===== config.mk =====
export PLATFORM = sky130hd
export DESIGN_NAME = delta_spike_ctrl
export DESIGN_NICKNAME = d
export VERILOG_FILES = /design/src/rtl/delta_spike_ctrl.sv
export SDC_FILE = /design/constraint.sdc
export NUM_CORES = 1
export LEC_CHECK = 0
export BUFFER_PORTS_ARGS = -buffer_cell sky130_fd_sc_hd__buf_4
export CAP_MARGIN = 5
export CORE_MARGIN = 3
export CORE_UTILIZATION = 50
export CTS_CLUSTER_DIAMETER = 80
export CTS_CLUSTER_SIZE = 14
export DETAILED_ROUTE_END_ITERATION = 8
export GPL_TIMING_DRIVEN = 1
export PLACE_DENSITY_LB_ADDON = 0.15
export SLEW_MARGIN = 5
export SYNTH_ARGS = -nofsm -noshare
export SYNTH_HDL_FRONTEND = slang
export SYNTH_SLANG_ARGS = --single-unit

===== constraint.sdc =====
create_clock -name clk -period 3.1 [get_ports clk]
set_clock_uncertainty 0.05 [all_clocks]
set_input_delay 0.465 -clock clk [delete_from_list [all_inputs] [get_ports clk]]
set_output_delay 0.465 -clock clk [all_outputs]
set_load 0.01 [all_outputs]

===== src/rtl/delta_spike_ctrl.sv =====
// delta_spike_ctrl
//   Sequencing controller for a delta-modulation spike comparator. Each
//   accepted sample is compared against the stored previous level using a
//   programmable threshold. ON or OFF spike events are emitted over a
//   valid/ready handshake. An optional refractory period can follow each
//   delivered spike.
//
//   Optional feature macro: DELTA_REFRACT_EN
//     defined   -> REFR state, refractory counter and refractory-length
//                  register (cfg addr 2) are built.
//     undefined -> cfg addr 2 writes are ignored, and EMIT returns straight
//                  to IDLE.
//
//   Ports
//     clk, rst_n    clock and asynchronous active-low reset
//     cfg_we        config write strobe
//     cfg_addr      config address:
//                     0 = threshold
//                     1 = control (bit0 enable, bit1 off_en)
//                     2 = refractory length
//                     3 = prev preload (also sets primed)
//     cfg_data      config write data; low bits used
//     in_valid      sample offered
//     in_ready      sample accepted this cycle when in_valid is high
//     in_data       sample
//     spike_valid   spike event pending
//     spike_ready   consumer accepts the pending event
//     spike         event code: 01 = ON, 11 = OFF, 00 = none
//     busy          controller is in any state other than IDLE
module delta_spike_ctrl #(
    parameter int WIDTH  = 5,
    parameter int REFR_W = 4
) (
    input  logic             clk,
    input  logic             rst_n,
    input  logic             cfg_we,
    input  logic [1:0]       cfg_addr,
    input  logic [7:0]       cfg_data,
    input  logic             in_valid,
    output logic             in_ready,
    input  logic [WIDTH-1:0] in_data,
    output logic             spike_valid,
    input  logic             spike_ready,
    output logic [1:0]       spike,
    output logic             busy
);

`ifdef DELTA_REFRACT_EN
    typedef enum logic [1:0] {IDLE, CMP, EMIT, REFR} state_t;
`else
    typedef enum logic [1:0] {IDLE, CMP, EMIT} state_t;
`endif

    state_t             state;
    logic [WIDTH-1:0]   thr;
    logic               enable;
    logic               off_en;
    logic [WIDTH-1:0]   prev;
    logic               primed;
    logic [WIDTH-1:0]   sample;
`ifdef DELTA_REFRACT_EN
    logic [REFR_W-1:0]  refr_len;
    logic [REFR_W-1:0]  refr_cnt;
`endif

    // Only the low bits of cfg_data are meaningful.
    logic cfg_data_unused;
    assign cfg_data_unused = ^cfg_data;

    // The two extra bits hold the sign of the difference and the negated
    // threshold, so every comparison is exact over the full unsigned range.
    logic signed [WIDTH+1:0] delta;
    logic signed [WIDTH+1:0] thr_s;
    logic                    over_pos;
    logic                    under_neg;

    always_comb begin
        delta     = $signed({2'b00, sample}) - $signed({2'b00, prev});
        thr_s     = $signed({2'b00, thr});
        over_pos  = (delta > thr_s);
        under_neg = (delta < -thr_s);
    end

    assign in_ready = (state == IDLE) && enable;
    assign busy     = (state != IDLE);

    always_ff @(posedge clk or negedge rst_n) begin
        if (!rst_n) begin
            state       <= IDLE;
            thr         <= WIDTH'(4);
            enable      <= 1'b0;
            off_en      <= 1'b0;
            prev        <= '0;
            primed      <= 1'b0;
            sample      <= '0;
            spike_valid <= 1'b0;
            spike       <= '0;
`ifdef DELTA_REFRACT_EN
            refr_len    <= '0;
            refr_cnt    <= '0;
`endif
        end else begin
            case (state)
                IDLE: begin
                    if (in_valid && enable) begin
                        sample <= in_data;
                        state  <= CMP;
                    end
                end
                CMP: begin
                    if (!primed) begin
                        prev   <= sample;
                        primed <= 1'b1;
                        state  <= IDLE;
                    end else if (over_pos) begin
                        prev        <= sample;
                        spike       <= 2'b01;
                        spike_valid <= 1'b1;
                        state       <= EMIT;
                    end else if (under_neg) begin
                        prev <= sample;
                        if (off_en) begin
                            spike       <= 2'b11;
                            spike_valid <= 1'b1;
                            state       <= EMIT;
                        end else begin
                            state <= IDLE;
                        end
                    end else begin
                        state <= IDLE;
                    end
                end
                EMIT: begin
                    if (spike_ready) begin
                        spike_valid <= 1'b0;
                        spike       <= '0;
`ifdef DELTA_REFRACT_EN
                        if (refr_len != '0) begin
                            refr_cnt <= refr_len;
                            state    <= REFR;
                        end else begin
                            state <= IDLE;
                        end
`else
                        state <= IDLE;
`endif
                    end
                end
`ifdef DELTA_REFRACT_EN
                REFR: begin
                    // Leaving on count 1 gives exactly refr_len cycles in REFR.
                    if (refr_cnt <= REFR_W'(1)) begin
                        state <= IDLE;
                    end else begin
                        refr_cnt <= refr_cnt - REFR_W'(1);
                    end
                end
`endif
                default: state <= IDLE;
            endcase

            // Config writes come after the FSM so that they override any
            // same-cycle update of prev, state or the spike outputs.
            if (cfg_we) begin
                case (cfg_addr)
                    2'd0: thr <= cfg_data[WIDTH-1:0];
                    2'd1: begin
                        enable <= cfg_data[0];
                        off_en <= cfg_data[1];
                        if (!cfg_data[0]) begin
                            state       <= IDLE;
                            primed      <= 1'b0;
                            spike_valid <= 1'b0;
                            spike       <= '0;
                        end
                    end
                    2'd2: begin
`ifdef DELTA_REFRACT_EN
                        refr_len <= cfg_data[REFR_W-1:0];
`endif
                    end
                    default: begin
                        prev   <= cfg_data[WIDTH-1:0];
                        primed <= 1'b1;
                    end
                endcase
            end
        end
    end

endmodule


# --- Word level (Yosys, flattened, before mapping) ---
# Index checks and enable logic that the tools add are counted.
word_totals:
  regBits: 23
  output_inout_bits: 5
  word_cells: 65
op_classes:
  add_sub_neg: 2
  n_lt_le_gt_ge: 2
  n_eq_ne: 4
  muxes: 38
  n_reduce_logical: 10
ops:
  columns: ["op", "n"]
  rows:
  - ["$mux 2", 17]
  - ["$mux 5", 6]
  - ["$mux 1", 11]
  - ["$lt 6x7->1", 1]
  - ["$neg 5->7", 1]
  - ["$gt 6x6->1", 1]
  - ["$pmux 2 s3", 1]
  - ["$reduce_and 2->1", 3]
  - ["$sub 5x5->6", 1]
  - ["$eq 2x1->1 const B", 2]
  - ["$eq 2x2->1 const B", 2]
  - ["$logic_not 2->1", 2]
  - ["$pmux 1 s2", 2]
  - ["$pmux 2 s2", 1]
  - ["$reduce_or 3->1", 1]
  - ["$logic_and 1x1->1", 2]
  - ["$reduce_bool 2->1", 1]
  - ["$reduce_or 2->1", 1]

# --- Longest topological paths before layout ---
# Gate-level depths: netlist of the first run.
logic_depth:
  depth_word: 9
  mapped_depth: 14

# --- Least setup slack after synthesis of the first run ---
# No wires, ideal clock.
synth_timing:
  kind: "reg2reg"
  from: "reg sample[0]"
  to: "reg prev[0]"
  setup_time_ns: 0.136
  arrival_time_ns: 2.716
  required_time_ns: 2.914
  slack_ns: 0.199
  path_stages_with_launch: 14
  path_buffers: 0
  synth_period_minus_slack_ns: 2.901
  cell_sequence: "dfrtp_1 > inv_1 > ha_1 > inv_1 > fa_1 > a21o_1 > a21oi_1 > xnor2_1 > ha_1 > nand3_1 > a2111oi_2 > o31a_2 > a21boi_4 > o211ai_1"
synth_between:
  elab_chain_cells: 8
  word_cells_on_any_way: 9
synth_rtl:
  columns: ["element", "line_no", "rtl"]
  rows:
  - ["start: declaration", "60", "logic [WIDTH-1:0] sample;"]
  - ["start signal: assignment", "106", "sample <= in_data;"]
  - ["$sub 5x5->6", "78", "delta = $signed({2'b00, sample}) - $signed({2'b00, prev});"]
  - ["$lt 6x7->1", "81", "under_neg = (delta < -thr_s);"]
  - ["$mux 5", "120", "end else if (under_neg) begin"]
  - ["$mux 5", "115", "end else if (over_pos) begin"]
  - ["$mux 5 *", "111", "if (!primed) begin"]
  - ["$mux 5 *", "103", "case (state)"]
  - ["$mux 5", "165", "case (cfg_addr)"]
  - ["$mux 5 *", "164", "if (cfg_we) begin"]
  - ["end signal: assignment", "112", "prev <= sample;"]
  - ["end signal: assignment", "116", "prev <= sample;"]
  - ["end signal: assignment", "121", "prev <= sample;"]
  - ["end: declaration", "58", "logic [WIDTH-1:0] prev;"]
# Every way passes the cells marked *; elsewhere a longest branch is shown, timed or not.
# A chain may end at the register's enable or synchronous reset.

# --- Worst setup path in the final report of the first run ---
layout_timing:
  from: "reg prev[2]"
  to: "reg prev[4]"
layout_between:
  elab_chain_cells: 8
  word_cells_on_any_way: 9
layout_rtl:
  columns: ["element", "line_no"]
  rows:
  - ["$sub 5x5->6 *", "78"]
  - ["$lt 6x7->1", "81"]
  - ["$mux 5", "120"]
  - ["$mux 5 *", "115"]
  - ["$mux 5 *", "111"]
  - ["$mux 5 *", "103"]
  - ["$mux 5", "165"]
  - ["$mux 5 *", "164"]
# Marked as above.

==> results.yml, run 1 <==
synth:
  synth_fp_nets: 220
  yosysTopAreaCellShare: 0.319
  synth_cells: 180
  syn_area_per_cell_um2: 9.59
  seq_area_frac_synth: 0.334
  syn_area_um2: 1730
  yosysWarnings: 0
  synth_area_leaders: "dfrtp_1, ha_1, mux2_2"
  ys_seq_elements: 23
  yosysTopAreaCell: "dfrtp_1"
  synth_cell_type_count: 43
timing:
  layout_min_cycle_time_ns: 3.05
  rsz0062_at_grt: "true"
  hold_viol: 0
  relSlewSlack: 0.621
  drv_slew: 0
  setup_ws_ns: 0.0453
  worst_pin_slew_ns: 0.564
  period_share: 0.985
  clock.fmax_mhz: 327
  final-setup-viol-count: 0
  fin_setup_tns_ns: 0
final_layout:
  nets: 250
  fill_cells: 274
  final_common_cell: "buf_4"
  seq_area_um2: 577
  drive_above_1_share: 0.330
  diodes: 0
  area_delta_synth_final_pct: 23.4
  final_cells: 253
  finalInstanceArea_um2: 2130
  final_cell_mix: "buf_4, dfrtp_1, ha_1"
  multiInputGateArea_um2: 1200
clock_tree:
  clkSlewWorstSetupHoldPaths_ns: 0.14
  clockRootBuffer: "clkbuf_4"
  clk_path_buf_depth: 2
  cts_tree: "done"
  cts_buffers: 3
  clkSinkCount: 23
  cts_max_level: 1
  clkLatencyLatePin_ns: 0.32
critical_path:
  r2r-start: "prev[2]"
  path_class: "flop to flop"
  crit_fanout: 5
  cp-end-kind: "flop"
  rr_worst_depth: 13
  cp-start-kind: "flop"
  arrival_ns: 3.21
  worstReg2RegEnd: "prev[4]"
  worstPathRequired_ns: 3.26
  reg2reg_slack_ns: 0.05
global_routing:
  grt_usage: 0.207
  grt_overflow: 0
  grt_pass1_wl_um: 6820
  grt_pass1_vias: 1474
  antenna_found_initial: 0
  grt_max_degree: 24
floorplan:
  fp.dieH_um: 64.7
  coreArea_um2: 3180
  die_w_um: 64.7
  num_rows: 20
  die_area_um2: 4190
  io_pins: 25
  start_util: 0.543
placement:
  gp_congestion: 0.849
  dpl_cell_area_um2: 1960
  port_buffers: 21
  pre_cts_slack_ns: -0.0539
  placedCellCount: 246
  dp_hpwl_um: 3140
min_path:
  hold_path_class: "input port to flop"
  holdPathStages: 2
  holdCritStartpoint: "in_data[2]"
  hold_path_end: "sample[2]"
detailed_routing:
  avgViaCountPerCell: 5.89
  wirelength_um: 4210
  detail_route.wl_per_cell_um: 16.6
  drtIter0Drc: 82
  antenna_left: 0
  drt_first_pass_iters: 4
  via_count: 1490
  drc: 0
outcome:
  status: "complete, no violations"
job:
  drv_cap: 0
## layer usage
metal  GRT usage  vias to the layer above  part of all wire
li1            -                      731                 -
met1       0.270                      726              0.46
met2       0.356                       29              0.50
met3      0.0312                        4             0.035
met4      0.0501                        0             0.011
met5           0                        -                 0
## registers in the layout (all words and copies together), names as in the netlist
register	count
sample	5
spike	2
off_en	1
prev	5
state	2
spike_valid	1
thr	5
primed	1
enable	1
## repair_timing
action,CTS,global route
gates resized for setup,2,20
endpoints found under the hold margin,22,0
buffers inserted,1,1
pin swaps,3,15
endpoints found under the setup margin,5,9
hold buffers,1,0
## cell families after synthesis
logic type | after synthesis | share of synthesized area
compound gates | 54 | 0.233
simple gates | 52 | 0.167
flops | 23 | 0.334
fa+ha+maj | 20 | 0.149
buf+inv | 18 | 0.0392
mux | 8 | 0.0522
xor+xnor | 5 | 0.0254
## worst max-delay path, stage by stage (launching register included)
cell and delay, ns:
dfrtp_1 0.42, inv_1 0.10, ha_2 0.33, a21oi_4 0.20
a21oi_1 0.13, a211oi_2 0.28, ha_1 0.33, nor2b_1 0.15
a31o_2 0.15, o41ai_4 0.08, o31a_2 0.35, buf_4 0.16
o2111ai_1 0.11, o211ai_1 0.11
## Yosys cell counts
cell,n
fa_1,1
o31ai_1,1
o21ai_0,8
nor3_1,6
o211ai_1,7
a21boi_2,1
nor4b_1,1
a2111oi_2,1
o22ai_1,1
dfrtp_1,22
or3_4,1
o41ai_2,1
nor2b_1,4
xnor2_1,3
nand3_1,8
nor3b_1,2
a21o_1,3
and3_1,3
a21oi_1,10
xor2_1,2
a31oi_2,1
and3b_4,1
nand2b_1,2
buf_1,1
nand2_1,12
o21ai_1,3
nand3b_2,1
and4_1,2
ha_1,19
a31o_2,2
o31a_2,1
nand3b_1,1
a31oi_1,1
dfstp_2,1
o2111ai_1,6
a211oi_1,4
and2_1,1
a21oi_2,2
mux2_2,8
clkbuf_1,2
inv_1,15
nor2_1,7
a21boi_4,1
## stage by stage
| stage | util | hold WS, ns |
|---|---|---|
| finish | 0.670 | 0.314 |
| global route | 0.670 | 0.315 |
| CTS | 0.635 | 0.312 |
| detailed placement | 0.616 | 0.332 |
| global placement | 0.616 | 0.327 |
| floorplan | - | 0.119 |
## layout make-up
class / count / share of cell area
Inverter: 15 / 0.0264
Clock buffer: 3 / 0.0106
Sequential cell: 23 / 0.271
Tap cell: 44 / 0.0259
Clock inverter: 1 / 0.00235
Multi-Input combinational cell: 139 / 0.564
Timing Repair Buffer: 28 / 0.0999
## how the worst max path moves through the flow
stage / from / to / slack, ns
final: prev[2] / prev[4] / 0.05
after global routing: sample[0] / prev[1] / -0.12
after CTS: sample[0] / spike[1] / 0.001
after detailed placement: sample[0] / prev[2] / -0.05
after global placement: sample[0] / prev[2] / 0.01
after floorplan: sample[0] / prev[0] / 0.20
Power of run 1 is left out: the tool's default activity adds up to more than one toggle a clock period on the data nets, which glitch-free logic cannot reach.
==> run 2: changes to the inputs <==
Settings changed: RECOVER_POWER from default to 25.
==> run 2 against run 1 <==
Against the previous run: final cell count stayed put; worst setup slack unchanged; global-route usage stayed put.
==> results.yml, run 2 (same netlist as run 1, synthesis figures left out) <==
critical_path:
  reg2reg_slack_ns: 0.05
  slowest_stage: "dfrtp_1"
  r2r-start: "prev[2]"
  path_class: "flop to flop"
  worstPathRequired_ns: 3.26
  cp_slowest_stage_delay_ns: 0.42
  cp-end-kind: "flop"
  cp-start-kind: "flop"
  crit_chain: "inv_1 > ha_2 > a21oi_4 > a21oi_1 > a211oi_2 > ha_1 > nor2b_1 > a31o_2 > o41ai_4 > o31a_2 > buf_4 > o2111ai_1 > o211ai_1"
  rr_worst_depth: 13
  arrival_ns: 3.21
  crit_fanout: 5
  worstReg2RegEnd: "prev[4]"
clock_tree:
  clkSinkCount: 23
  clockRootBuffer: "clkbuf_4"
  cts_buffers: 3
  clkLatencyLatePin_ns: 0.32
  clkSlewWorstSetupHoldPaths_ns: 0.14
  clk_path_buf_depth: 2
  cts_max_level: 1
  cts_tree: "done"
floorplan:
  io_pins: 25
  die_w_um: 64.7
  fp.dieH_um: 64.7
  num_rows: 20
  die_area_um2: 4190
  start_util: 0.543
  coreArea_um2: 3180
detailed_routing:
  drtIter0Drc: 82
  antenna_left: 0
  avgViaCountPerCell: 5.89
  drt_first_pass_iters: 4
  via_count: 1490
  detail_route.wl_per_cell_um: 16.6
  drc: 0
  wirelength_um: 4200
placement:
  dp_hpwl_um: 3140
  gp_congestion: 0.849
  pre_cts_slack_ns: -0.0539
  port_buffers: 21
  dpl_cell_area_um2: 1960
final_layout:
  largestRegisters: "prev x5, sample x5, thr x5"
  final_cell_mix: "buf_4, dfrtp_1, ha_1"
  diodes: 0
  area_delta_synth_final_pct: 23.2
  final_common_cell: "buf_4"
  nets: 250
  drive_above_1_share: 0.325
  seq_area_um2: 577
  finalInstanceArea_um2: 2130
  multiInputGateArea_um2: 1200
  fill_cells: 276
global_routing:
  grt_max_degree: 24
  grt_overflow: 0
  grt_usage: 0.207
  antenna_found_initial: 0
  grt_pass1_vias: 1474
  grt_pass1_wl_um: 6820
timing:
  drv_slew: 0
  worst_pin_slew_ns: 1.28
  clock.fmax_mhz: 327
  rsz0062_at_grt: "true"
  final-setup-viol-count: 0
  fin_setup_tns_ns: 0
  hold_viol: 0
  setup_ws_ns: 0.0453
  layout_min_cycle_time_ns: 3.05
  period_share: 0.985
  relSlewSlack: 0.144
min_path:
  hold_path_class: "input port to flop"
  holdPathStages: 2
  hold_path_end: "sample[2]"
  holdCritStartpoint: "in_data[2]"
outcome:
  status: "complete, no violations"
job:
  drv_cap: 0
[run 2: changes by cell type in the layout (fill, tap and decap cells not counted)]
cell / change
buf_4: -1
clkbuf_1: +1
[run 2: routing by layer]
layer	global-route usage	vias up	wire (µm)
li1	-	731	-
met1	0.270	726	1920
met2	0.356	29	2100
met3	0.0312	4	146
met4	0.0501	0	46
met5	0	-	0
[run 2: worst max-delay path: cells and delay by family, from the launching register on]
family	cells	cell delay, ns
AOI/OAI and AO/OA	8	1.41
adders and majority gates	2	0.66
DFF	1	0.42
buffers and inverters	2	0.26
and+or+nand+nor	1	0.15
[run 2: through the flow]
step / utilization / instances / hold slack, ns
floorplan: - / 180 / 0.119
global placement: 0.616 / 246 / 0.327
detailed placement: 0.616 / 246 / 0.332
CTS: 0.635 / 252 / 0.312
global route: 0.669 / 253 / 0.315
finish: 0.669 / 253 / 0.314
[run 2: what timing repair did]
action	4_1_cts	5_1_grt
pin swaps	3	15
hold buffers	1	0
buffers inserted	1	1
endpoints found under the hold margin	22	0
endpoints found under the setup margin	5	9
gates resized for setup	2	20
[run 2: worst max path at each step]
stage	startpoint	to	cells past startpoint
final	prev[2]	prev[4]	13
after global routing	sample[0]	prev[1]	13
after floorplan	sample[0]	prev[0]	13
after detailed placement	sample[0]	prev[2]	13
after global placement	sample[0]	prev[2]	13
after CTS	sample[0]	spike[1]	13
[run 2: final cells by class]
type | instances | area share
multi-input combinational | 139 | 0.565
clock inverter | 1 | 0.00235
clock buffer | 3 | 0.0106
timing repair buffer | 28 | 0.0983
inverter | 15 | 0.0265
tap | 44 | 0.0259
sequential | 23 | 0.271
Power of run 2 is left out for the same reason.
